### src/rtl/mig7_traffic_pkg.sv
// Shared types and constants for the MIG7 traffic generator.
// Holds FSM states, MIG command codes and the LFSR definition.
package mig7_traffic_pkg;

  typedef enum logic [2:0] {
    S_IDLE,
    S_CAL,
    S_WR,
    S_RD,
    S_DRAIN,
    S_FIN
  } state_e;

  localparam logic [2:0] CMD_WR = 3'b000;
  localparam logic [2:0] CMD_RD = 3'b001;

  localparam logic [1:0] MODE_WR   = 2'b00;
  localparam logic [1:0] MODE_RD   = 2'b01;
  localparam logic [1:0] MODE_WRRD = 2'b10;
  localparam logic [1:0] MODE_LOOP = 2'b11;

  localparam logic [31:0] LFSR_POLY = 32'h8020_0003;
  localparam logic [31:0] LFSR_SEED = 32'hACE1_0001;

  // Right-shifting Galois LFSR: taps applied when the shifted-out bit is 1.
  function automatic logic [31:0] lfsr_next(input logic [31:0] s);
    lfsr_next = {1'b0, s[31:1]} ^ (s[0] ? LFSR_POLY : 32'h0);
  endfunction

endpackage

### src/rtl/mig7_traffic_pattern_gen.sv
// Beat address and data generator, shared by the issue and check sides.
// init reloads base/seed; step advances one beat.
module mig7_pattern_gen
  import mig7_traffic_pkg::*;
#(
  parameter int ADDR_W    = 28,
  parameter int DATA_W    = 128,
  parameter int ADDR_STEP = 8
) (
  input  logic              clk,
  input  logic              rst_n,
  input  logic              init,
  input  logic              step,
  input  logic              pattern,
  input  logic [ADDR_W-1:0] base_addr,
  output logic [ADDR_W-1:0] addr,
  output logic [DATA_W-1:0] data
);

  logic [ADDR_W-1:0] addr_q, addr_d;
  logic [31:0]       lfsr_q, lfsr_d;
  logic [31:0]       lane;

  always_comb begin
    addr_d = addr_q;
    lfsr_d = lfsr_q;
    if (init) begin
      addr_d = base_addr;
      lfsr_d = LFSR_SEED;
    end else if (step) begin
      addr_d = addr_q + ADDR_W'(ADDR_STEP);
      lfsr_d = lfsr_next(lfsr_q);
    end
  end

  always_ff @(posedge clk) begin
    if (!rst_n) begin
      addr_q <= '0;
      lfsr_q <= '0;
    end else begin
      addr_q <= addr_d;
      lfsr_q <= lfsr_d;
    end
  end

  assign lane = pattern ? lfsr_q : 32'(addr_q);
  assign addr = addr_q;
  assign data = {(DATA_W/32){lane}};

endmodule

### src/rtl/mig7_traffic.sv
// MIG7 user-interface traffic generator: write, read-check and loop modes.
// Reads are checked in order against an independent pattern generator.
module mig7_traffic
  import mig7_traffic_pkg::*;
#(
  parameter int ADDR_W    = 28,
  parameter int DATA_W    = 128,
  parameter int LEN_W     = 16,
  parameter int ADDR_STEP = 8
) (
  input  logic                clk,
  input  logic                rst_n,
  input  logic                start,
  input  logic                stop,
  input  logic [1:0]          mode,
  input  logic                pattern,
  input  logic [ADDR_W-1:0]   base_addr,
  input  logic [LEN_W-1:0]    length,
  output logic                busy,
  output logic                done,
  output logic                pass,
  output logic [31:0]         err_cnt,
  output logic [ADDR_W-1:0]   err_addr,
  output logic [15:0]         loops,
  output logic [ADDR_W-1:0]   app_addr,
  output logic [2:0]          app_cmd,
  output logic                app_en,
  output logic [DATA_W-1:0]   app_wdf_data,
  output logic                app_wdf_end,
  output logic [DATA_W/8-1:0] app_wdf_mask,
  output logic                app_wdf_wren,
  input  logic [DATA_W-1:0]   app_rd_data,
  input  logic                app_rd_data_valid,
  input  logic                app_rdy,
  input  logic                app_wdf_rdy,
  input  logic                init_calib_complete,
  output logic                app_sr_req,
  output logic                app_ref_req,
  output logic                app_zq_req
);

  localparam int CW = LEN_W + 1;

  state_e            state_q, state_d;
  logic [1:0]        mode_q, mode_d;
  logic              pattern_q, pattern_d;
  logic [ADDR_W-1:0] base_q, base_d;
  logic [CW-1:0]     len_q, len_d;
  logic [CW-1:0]     iss_q, iss_d;
  logic [CW-1:0]     ret_q, ret_d;
  logic              cmd_done_q, cmd_done_d;
  logic              dat_done_q, dat_done_d;
  logic              stop_q, stop_d;
  logic              pass_q, pass_d;
  logic [15:0]       loops_q, loops_d;
  logic [31:0]       err_cnt_q, err_cnt_d;
  logic [ADDR_W-1:0] err_addr_q, err_addr_d;
  logic              cmp_vld_q, cmp_vld_d;
  logic              cmp_bad_q, cmp_bad_d;
  logic [ADDR_W-1:0] cmp_addr_q, cmp_addr_d;

  logic              iss_init, iss_step;
  logic              chk_init, chk_step;
  logic [ADDR_W-1:0] iss_addr, chk_addr;
  logic [DATA_W-1:0] iss_data, chk_data;
  logic              go, cmd_acc, dat_acc;
  logic              cmd_now, dat_now;
  logic              rd_vld, loop_again;

  mig7_pattern_gen #(
    .ADDR_W    (ADDR_W),
    .DATA_W    (DATA_W),
    .ADDR_STEP (ADDR_STEP)
  ) u_iss_gen (
    .clk       (clk),
    .rst_n     (rst_n),
    .init      (iss_init),
    .step      (iss_step),
    .pattern   (pattern_q),
    .base_addr (base_q),
    .addr      (iss_addr),
    .data      (iss_data)
  );

  mig7_pattern_gen #(
    .ADDR_W    (ADDR_W),
    .DATA_W    (DATA_W),
    .ADDR_STEP (ADDR_STEP)
  ) u_chk_gen (
    .clk       (clk),
    .rst_n     (rst_n),
    .init      (chk_init),
    .step      (chk_step),
    .pattern   (pattern_q),
    .base_addr (base_q),
    .addr      (chk_addr),
    .data      (chk_data)
  );

  // A pending stop blocks only the start of a fresh write beat.
  assign go = ~stop_q | cmd_done_q | dat_done_q;

  assign app_en = ((state_q == S_WR) && !cmd_done_q && go) ||
                  ((state_q == S_RD) && !stop_q);
  assign app_wdf_wren = (state_q == S_WR) && !dat_done_q && go;
  assign app_wdf_end  = app_wdf_wren;
  assign app_wdf_mask = '0;
  assign app_cmd      = (state_q == S_RD) ? CMD_RD : CMD_WR;
  assign app_addr     = iss_addr;
  assign app_wdf_data = iss_data;
  assign app_sr_req   = 1'b0;
  assign app_ref_req  = 1'b0;
  assign app_zq_req   = 1'b0;

  assign cmd_acc = app_en & app_rdy;
  assign dat_acc = app_wdf_wren & app_wdf_rdy;
  assign cmd_now = cmd_done_q | cmd_acc;
  assign dat_now = dat_done_q | dat_acc;
  assign rd_vld  = app_rd_data_valid &&
                   ((state_q == S_RD) || (state_q == S_DRAIN));
  assign chk_step = rd_vld;

  assign loop_again = (state_q == S_FIN) && (mode_q == MODE_LOOP) && !stop_q;
  assign done     = (state_q == S_FIN) && !loop_again;
  assign busy     = (state_q != S_IDLE) && !done;
  assign pass     = done ? (err_cnt_q == '0) : pass_q;
  assign err_cnt  = err_cnt_q;
  assign err_addr = err_addr_q;
  assign loops    = loops_q;

  always_comb begin
    state_d    = state_q;
    mode_d     = mode_q;
    pattern_d  = pattern_q;
    base_d     = base_q;
    len_d      = len_q;
    iss_d      = iss_q;
    ret_d      = ret_q;
    cmd_done_d = cmd_done_q;
    dat_done_d = dat_done_q;
    stop_d     = stop_q | (stop && (state_q != S_IDLE));
    pass_d     = pass_q;
    loops_d    = loops_q;
    err_cnt_d  = err_cnt_q;
    err_addr_d = err_addr_q;
    iss_init   = 1'b0;
    iss_step   = 1'b0;
    chk_init   = 1'b0;

    cmp_vld_d  = rd_vld;
    cmp_bad_d  = app_rd_data != chk_data;
    cmp_addr_d = chk_addr;
    if (rd_vld) ret_d = ret_q + CW'(1);
    if (cmp_vld_q && cmp_bad_q) begin
      if (err_cnt_q != '1) err_cnt_d = err_cnt_q + 32'd1;
      if (err_cnt_q == '0) err_addr_d = cmp_addr_q;
    end

    unique case (state_q)
      S_IDLE: begin
        if (start) begin
          mode_d     = mode;
          pattern_d  = pattern;
          base_d     = base_addr;
          len_d      = (length == '0) ? (CW'(1) << LEN_W) : CW'(length);
          err_cnt_d  = '0;
          err_addr_d = '0;
          loops_d    = '0;
          stop_d     = 1'b0;
          pass_d     = 1'b0;
          state_d    = S_CAL;
        end
      end
      S_CAL: begin
        if (stop_q) begin
          state_d = S_FIN;
        end else if (init_calib_complete) begin
          iss_init   = 1'b1;
          chk_init   = 1'b1;
          iss_d      = '0;
          ret_d      = '0;
          cmd_done_d = 1'b0;
          dat_done_d = 1'b0;
          state_d    = (mode_q == MODE_RD) ? S_RD : S_WR;
        end
      end
      S_WR: begin
        if (cmd_now && dat_now) begin
          cmd_done_d = 1'b0;
          dat_done_d = 1'b0;
          iss_step   = 1'b1;
          iss_d      = iss_q + CW'(1);
          if (iss_q + CW'(1) == len_q) begin
            iss_d    = '0;
            iss_init = 1'b1;
            state_d  = (mode_q == MODE_WR) ? S_FIN : S_RD;
          end
        end else if (stop_q && !cmd_done_q && !dat_done_q) begin
          state_d = S_FIN;
        end else begin
          cmd_done_d = cmd_now;
          dat_done_d = dat_now;
        end
      end
      S_RD: begin
        if (stop_q) begin
          state_d = S_DRAIN;
        end else if (cmd_acc) begin
          iss_step = 1'b1;
          iss_d    = iss_q + CW'(1);
          if (iss_q + CW'(1) == len_q) state_d = S_DRAIN;
        end
      end
      S_DRAIN: begin
        if (ret_q == iss_q) state_d = S_FIN;
      end
      S_FIN: begin
        if (loop_again) begin
          loops_d    = loops_q + 16'd1;
          iss_init   = 1'b1;
          chk_init   = 1'b1;
          iss_d      = '0;
          ret_d      = '0;
          cmd_done_d = 1'b0;
          dat_done_d = 1'b0;
          state_d    = S_WR;
        end else begin
          pass_d  = (err_cnt_q == '0);
          state_d = S_IDLE;
        end
      end
      default: state_d = S_IDLE;
    endcase
  end

  always_ff @(posedge clk) begin
    if (!rst_n) begin
      state_q    <= S_IDLE;
      mode_q     <= '0;
      pattern_q  <= 1'b0;
      base_q     <= '0;
      len_q      <= '0;
      iss_q      <= '0;
      ret_q      <= '0;
      cmd_done_q <= 1'b0;
      dat_done_q <= 1'b0;
      stop_q     <= 1'b0;
      pass_q     <= 1'b0;
      loops_q    <= '0;
      err_cnt_q  <= '0;
      err_addr_q <= '0;
      cmp_vld_q  <= 1'b0;
      cmp_bad_q  <= 1'b0;
      cmp_addr_q <= '0;
    end else begin
      state_q    <= state_d;
      mode_q     <= mode_d;
      pattern_q  <= pattern_d;
      base_q     <= base_d;
      len_q      <= len_d;
      iss_q      <= iss_d;
      ret_q      <= ret_d;
      cmd_done_q <= cmd_done_d;
      dat_done_q <= dat_done_d;
      stop_q     <= stop_d;
      pass_q     <= pass_d;
      loops_q    <= loops_d;
      err_cnt_q  <= err_cnt_d;
      err_addr_q <= err_addr_d;
      cmp_vld_q  <= cmp_vld_d;
      cmp_bad_q  <= cmp_bad_d;
      cmp_addr_q <= cmp_addr_d;
    end
  end

endmodule

### config.mk
export PLATFORM = sky130hd
export DESIGN_NAME = mig7_traffic
export DESIGN_NICKNAME = d
export VERILOG_FILES = /design/src/rtl/mig7_traffic_pkg.sv /design/src/rtl/mig7_traffic_pattern_gen.sv /design/src/rtl/mig7_traffic.sv
export SDC_FILE = /design/constraint.sdc
export NUM_CORES = 1
export LEC_CHECK = 0
export ABC_AREA = 1
export BUFFER_PORTS_ARGS = -buffer_cell sky130_fd_sc_hd__buf_2
export CORE_UTILIZATION = 30
export CTS_CLUSTER_DIAMETER = 50
export DETAILED_ROUTE_END_ITERATION = 16
export PLACE_DENSITY = 0.47
export SLEW_MARGIN = 20
export SYNTH_ARGS = -nofsm -noshare
export SYNTH_HDL_FRONTEND = slang
export SYNTH_HIERARCHICAL = 1
export SYNTH_SLANG_ARGS = --single-unit
### constraint.sdc
create_clock -name clk -period 3.7 [get_ports clk]
set_clock_uncertainty 0.05 [all_clocks]
set_input_delay 0.185 -clock clk [delete_from_list [all_inputs] [get_ports clk]]
set_output_delay 0.185 -clock clk [all_outputs]
set_load 0.005 [all_outputs]
After elaboration in Yosys (flattened, before gate mapping) --
Index checks and enable logic that the tools add are counted.
Word-level totals: flip-flop bits (word level) 315, bits in latches 0, RAM bits 0, ROM bits 0, output and inout port bits 260, word-level logic and storage cells 184, memories kept 0
Operators by class: add/subtract/negate cells 6, multipliers 0, div/mod/pow operators 0, magnitude comparators 0, eq/ne operators 26, shifts and indexed selects 0, muxes and demuxes 78, bitwise gates (word level) 11, reductions and logical operators 40
Operator list (count):
- two-way mux 32 bit | 12
- two-way mux 28 bit | 8
- two-way mux 17 bit | 12
- != test 128 bit | 1
- case mux 17 bit (4 select lines) | 1
- bitwise XOR 31 x 32 -> 32 bit | 2
- adder 28 x 4 -> 28 bit, second input constant | 2
- adder 17 x 1 -> 17 bit, second input constant | 2
- equality test 17 bit | 2
- case mux 17 bit (2 select lines) | 1
- two-way mux 3 bit | 11
- adder 32 x 1 -> 32 bit, second input constant | 1
- zero test 32 bit | 1
- two-way mux 16 bit | 2
- != test 32 bit, second input constant | 1
- case mux 16 bit (2 select lines) | 1
- two-way mux 1 bit | 22
- case mux 3 bit (6 select lines) | 1
- adder 16 x 1 -> 16 bit, second input constant | 1
- zero test 16 bit | 1
- logical AND 1 bit | 15
- != test 2 bit, second input constant | 7
- AND reduction 7 bit | 2
- != test 3 bit, second input constant | 3
- 25 further kinds | 49

Depth between registers and ports, before layout --
word-level depth 12, depth in mapped cells 21, gate-level depth less buffers 20

Hierarchy --
The synthesis kept the hierarchy.
Modules (own cells, without submodules):
- mig7_traffic | instances 1, cells each 1550, area each 10984.3 um2, seq. area each 3903.7 um2
- mig7_pattern_gen | instances 2, cells each 579, area each 3942.5 um2, seq. area each 1201.2 um2

Least setup slack after synthesis --
OpenSTA, ideal clock, no wires.
kind register to register, from reg iss_q[1], to reg u_iss_gen.lfsr_q[22], library setup time 95 ps, arrival 2403 ps, required time 3555 ps, slack 1151 ps, cell stages (with the launch flop) 20, path buffers 2, cell sequence dfxtp_1 ha_1 nand2_1 nor2_2 nand2_2 nor2_1 nand2_1 nand2_1 nand2_1 nand2_1 nand3_1 nor2_1 nand2_1 o21ai_0 buf_2 inv_2 nand2_2 inv_2 clkbuf_8 a221oi_1
On the way: cells in the longest elaborated chain, start to end 6, elaborated cells between the ends (all ways) 7
Ends and longest elaborated chain:
- start, declared | line mig7_traffic.sv:49 | logic [CW-1:0] iss_q, iss_d;
- start signal, assigned | line mig7_traffic.sv:261 | iss_q <= iss_d;
- adder 17 x 1 -> 17 bit * | line mig7_traffic.sv:193 | if (iss_q + CW'(1) == len_q) begin
- equality test 17 bit * | line mig7_traffic.sv:193
- two-way mux 1 bit * | line mig7_traffic.sv:193
- two-way mux 1 bit * | line mig7_traffic.sv:188 | if (cmd_now && dat_now) begin
- case mux 1 bit (3 select lines) * | line mig7_traffic.sv:159 | unique case (state_q)
- net iss_init | line mig7_traffic.sv:62 | logic iss_init, iss_step;
- two-way mux 32 bit / nonzero test 2 bit (equally long branches)
- end signal, assigned | line mig7_traffic_pattern_gen.sv:42 | lfsr_q <= lfsr_d;
- end, declared | line mig7_traffic_pattern_gen.sv:21 | logic [31:0] lfsr_q, lfsr_d;
Mark *: on every way through the listed nets, which the timed path passes. The rest lies on a longest branch. A chain may end at the register's enable or synchronous reset.

Worst setup path in the final report --
from reg iss_q[0], to reg u_iss_gen.addr_q[4], in the netlist u_iss_gen/addr[4]
On the way: cells in the longest elaborated chain, start to end 6, elaborated cells between the ends (all ways) 7
Ends and longest elaborated chain:
- adder 17 x 1 -> 17 bit * | line mig7_traffic.sv:193
- equality test 17 bit * | line mig7_traffic.sv:193
- two-way mux 1 bit * | line mig7_traffic.sv:193
- two-way mux 1 bit * | line mig7_traffic.sv:188
- case mux 1 bit (3 select lines) * | line mig7_traffic.sv:159
- net iss_init | line mig7_traffic.sv:62
- two-way mux 28 bit / nonzero test 2 bit (equally long branches)
- end signal, assigned | line mig7_traffic_pattern_gen.sv:41 | addr_q <= addr_d;
- end, declared | line mig7_traffic_pattern_gen.sv:20 | logic [ADDR_W-1:0] addr_q, addr_d;
Marks and branches as above.

==> metrics.yaml <==
synth:
  synth_area_leaders: "dfxtp_1, nand2_1, buf_4, inv_1, a21oi_1"
  synthArstFlopShare_pct: 0
  synth_warnings: 6
  synth_top_area_cell: "dfxtp_1"
  ys_types: 57
  ys_seq_area_share_pct: 33.4
  avgSynthCellArea_um2: 6.97
  yosys.area.top_type_share_pct: 33.4
  synth-main-ff-cell: "dfxtp_1"
  synth_seq_cells: 315
  synthCells: 2708
  synth_edf_count: 0
  synth_common_cells: "nand2_1, dfxtp_1, inv_1"
  syn_area_um2: 18900
  yosysMostFrequentCell: "nand2_1"
clocking:
  clkLatencyLatePin_ns: 0.59
  cts.sinks: 315
  post_cts_buffers: 0
  cts_tree: "yes"
  clockBufferDepth: 3
  cts_root_buf: "clkbuf_16"
  cts_resized: 0
  postCtsHoldBufs: 53
  cts_max_level: 2
  numCtsBuffers: 50
  clkTransAtPathRegs_ns: 0.06
layout:
  drive_above_1_share_pct: 22.0
  finalInstanceArea_um2: 22700
  finalNetCount: 3174
  antenna_cells: 0
  fillers: 6804
  syn2layout_area_growth_pct: 20.1
placement:
  placed_cell_area_um2: 20400
  dpl.hpwl_um: 50000
  place.gp.congestion: 0.887
  port_buffers: 421
setup_path:
  cp.buffers_inverters: 4
  required_ns: 4.14
  start_kind: "register"
  crit_path_max_incr_delay_ns: 0.46
  cp.arrival_ns: 3.75
  critPathMaxFanout: 23
  worst-setup-path-type: "register to register"
  path_common_cell: "nand2_1"
  cp_top_family: "simple AND/OR/NAND/NOR gates"
  cpMaxStageDelayCell: "dfxtp_1"
  endpoint_kind: "register"
  path_cells: "ha_1, nand2_1, nor2_2, nand2_2, nor2_1, nand2_1, nand2_1, nand2_1, nand2_1, nand3_1, nor2_1, nand2_1, o21ai_2, buf_4, inv_2, nand2_2, inv_2, nand2_1, nand3_1, nand2_1, inv_1"
grt:
  grt_pass1_vias: 17765
  antenna_found_initial: 0
  grt_usage_pct: 20.0
  overflow: 0
  grt_pass1_wl_um: 101000
  grt_max_degree: 60
sta:
  setup_viol: 0
  grt_setup_unrepaired: "false"
  finalCritPeriodShare_pct: 89.5
  clock.fmax_mhz: 302
  hold_viol: 0
  slew_viol_final: 0
  min_period_ns: 3.31
  slew-limit-headroom_pct: 24.6
  fin_tns_setup_ns: 0
  tightest_slew_ns: 1.13
floorplan:
  ios: 443
  start_util_pct: 30.5
  die_y_um: 253
  num_rows: 91
  die-area_um2: 63900
  core-area_um2: 61900
  die_x_um: 253
power_and_ir_drop:
  p_leak_nw: 9.63
  peakVddDrop_v: 0.000335
  power.density_nw_per_um2: 574
drt:
  route.detailed.wl_per_inst_um: 17.0
  drc_errors: 0
  drt_iter0_drc: 1144
  via_per_inst: 4.72
  firstDrtPassIters: 5
  ant_nets: 0
  finalWirelength_um: 65500
  num_vias: 18234
run:
  maxCapViolCount: 0
status:
  run_status: "finished clean"
worst_hold_path:
  holdCritPathClass: "input port to register"
==> per-stage QoR <==
step                setup WS, ns  std cells  utilization, %  power, mW  hold slack (ns)
finish                     0.390       3862            36.6       13.0            0.170
global route              0.0354       3862            36.6       13.8            0.237
CTS                        0.349       3862            36.6       13.2            0.181
detailed placement         0.356       3716            32.9       8.18            0.379
global placement           0.377       3716            32.9       8.15            0.380
floorplan                   1.15       2728               -       7.15            0.229
==> sequential cells by signal, indices dropped and copies added (netlist names) <==
register	cells
err_cnt	32
u_chk_gen/lfsr_q	32
u_iss_gen/lfsr_q	32
base_q	28
cmp_addr_q	28
err_addr	28
u_chk_gen/addr	28
u_iss_gen/addr	28
iss_q	17
len_q	17
ret_q	17
loops	16
state_q	3
mode_q	2
cmd_done_q	1
cmp_bad_q	1
cmp_vld_q	1
dat_done_q	1
pass_q	1
pattern_q	1
stop_q	1
==> area by class of cell <==
class / count / area, um^2 / area share (%)
Multi-Input combinational cell: 1827 / 9560 / 42.2
Sequential cell: 315 / 6310 / 27.8
Timing Repair Buffer: 514 / 2940 / 13.0
Clock buffer: 65 / 1430 / 6.31
Tap cell: 837 / 1050 / 4.62
Inverter: 276 / 1040 / 4.60
Clock inverter: 28 / 327 / 1.44
==> cell families after synthesis <==
family          count (synthesis)  synth area share [%]
flops                         315                  33.4
buf+inv                       586                  16.4
xor+xnor                      167                  7.75
mux                             4                 0.239
compound gates                443                  13.0
other cells                     1                0.0199
fa+ha+maj                       7                 0.464
simple gates                 1185                  28.6
==> power breakdown <==
group	switching (mW)	total [mW]	internal (mW)
Clock	1.83	4.87	3.03
Combinational	2.34	3.65	1.32
Sequential	0.625	4.47	3.85
Total	4.79	13.0	8.20
==> final timing paths <==
path	start	slack [ns]	cells past startpoint	end
worst max-delay path	iss_q[0]$_SDFFE_PN0P_	0.39	21	u_iss_gen/addr[4]$_SDFFE_PN0N_
worst min register to register	dat_done_q$_SDFFE_PN0P_	0.41	2	dat_done_q$_SDFFE_PN0P_
worst max register to register	iss_q[0]$_SDFFE_PN0P_	0.39	21	u_iss_gen/addr[4]$_SDFFE_PN0N_
worst min-delay path	app_rd_data[57]	0.17	7	cmp_bad_q$_SDFF_PN0_
==> worst register-to-register path, cell delays in order (launching register included) <==
cell	delay, ns
dfxtp_1	0.46
ha_1	0.23
nand2_1	0.09
nor2_2	0.25
nand2_2	0.14
nor2_1	0.12
nand2_1	0.07
nand2_1	0.08
nand2_1	0.05
nand2_1	0.07
nand3_1	0.08
nor2_1	0.22
nand2_1	0.17
o21ai_2	0.18
buf_4	0.23
inv_2	0.06
nand2_2	0.12
inv_2	0.22
nand2_1	0.15
nand3_1	0.08
nand2_1	0.07
inv_1	0.04
==> layout by cell type (no fill, tap or decap), types with 41 or more instances in the layout <==
master         instances
a21oi_1              184
buf_2                420
buf_4                 41
clkbuf_16             52
dfxtp_1              314
dlygate4sd3_1         53
inv_1                261
nand2_1              561
nand3_1              152
nand4_1               52
nor2_1               220
nor3_1                79
o21ai_0              170
xnor2_1              102
xor2_1                65
==> metal layers <==
metal  share of wire (%)  wire length, um  global-route usage [%]  vias up
met2                  47            30700                    33.0      448
li1                    -                -                       -     9160
met5                   0                0                       0        -
met4                 2.4             1580                    6.23        0
met1                  46            30400                    26.5     8531
met3                 4.3             2840                    3.02       95
No activity file was read; power rests on OpenSTA's default activity.
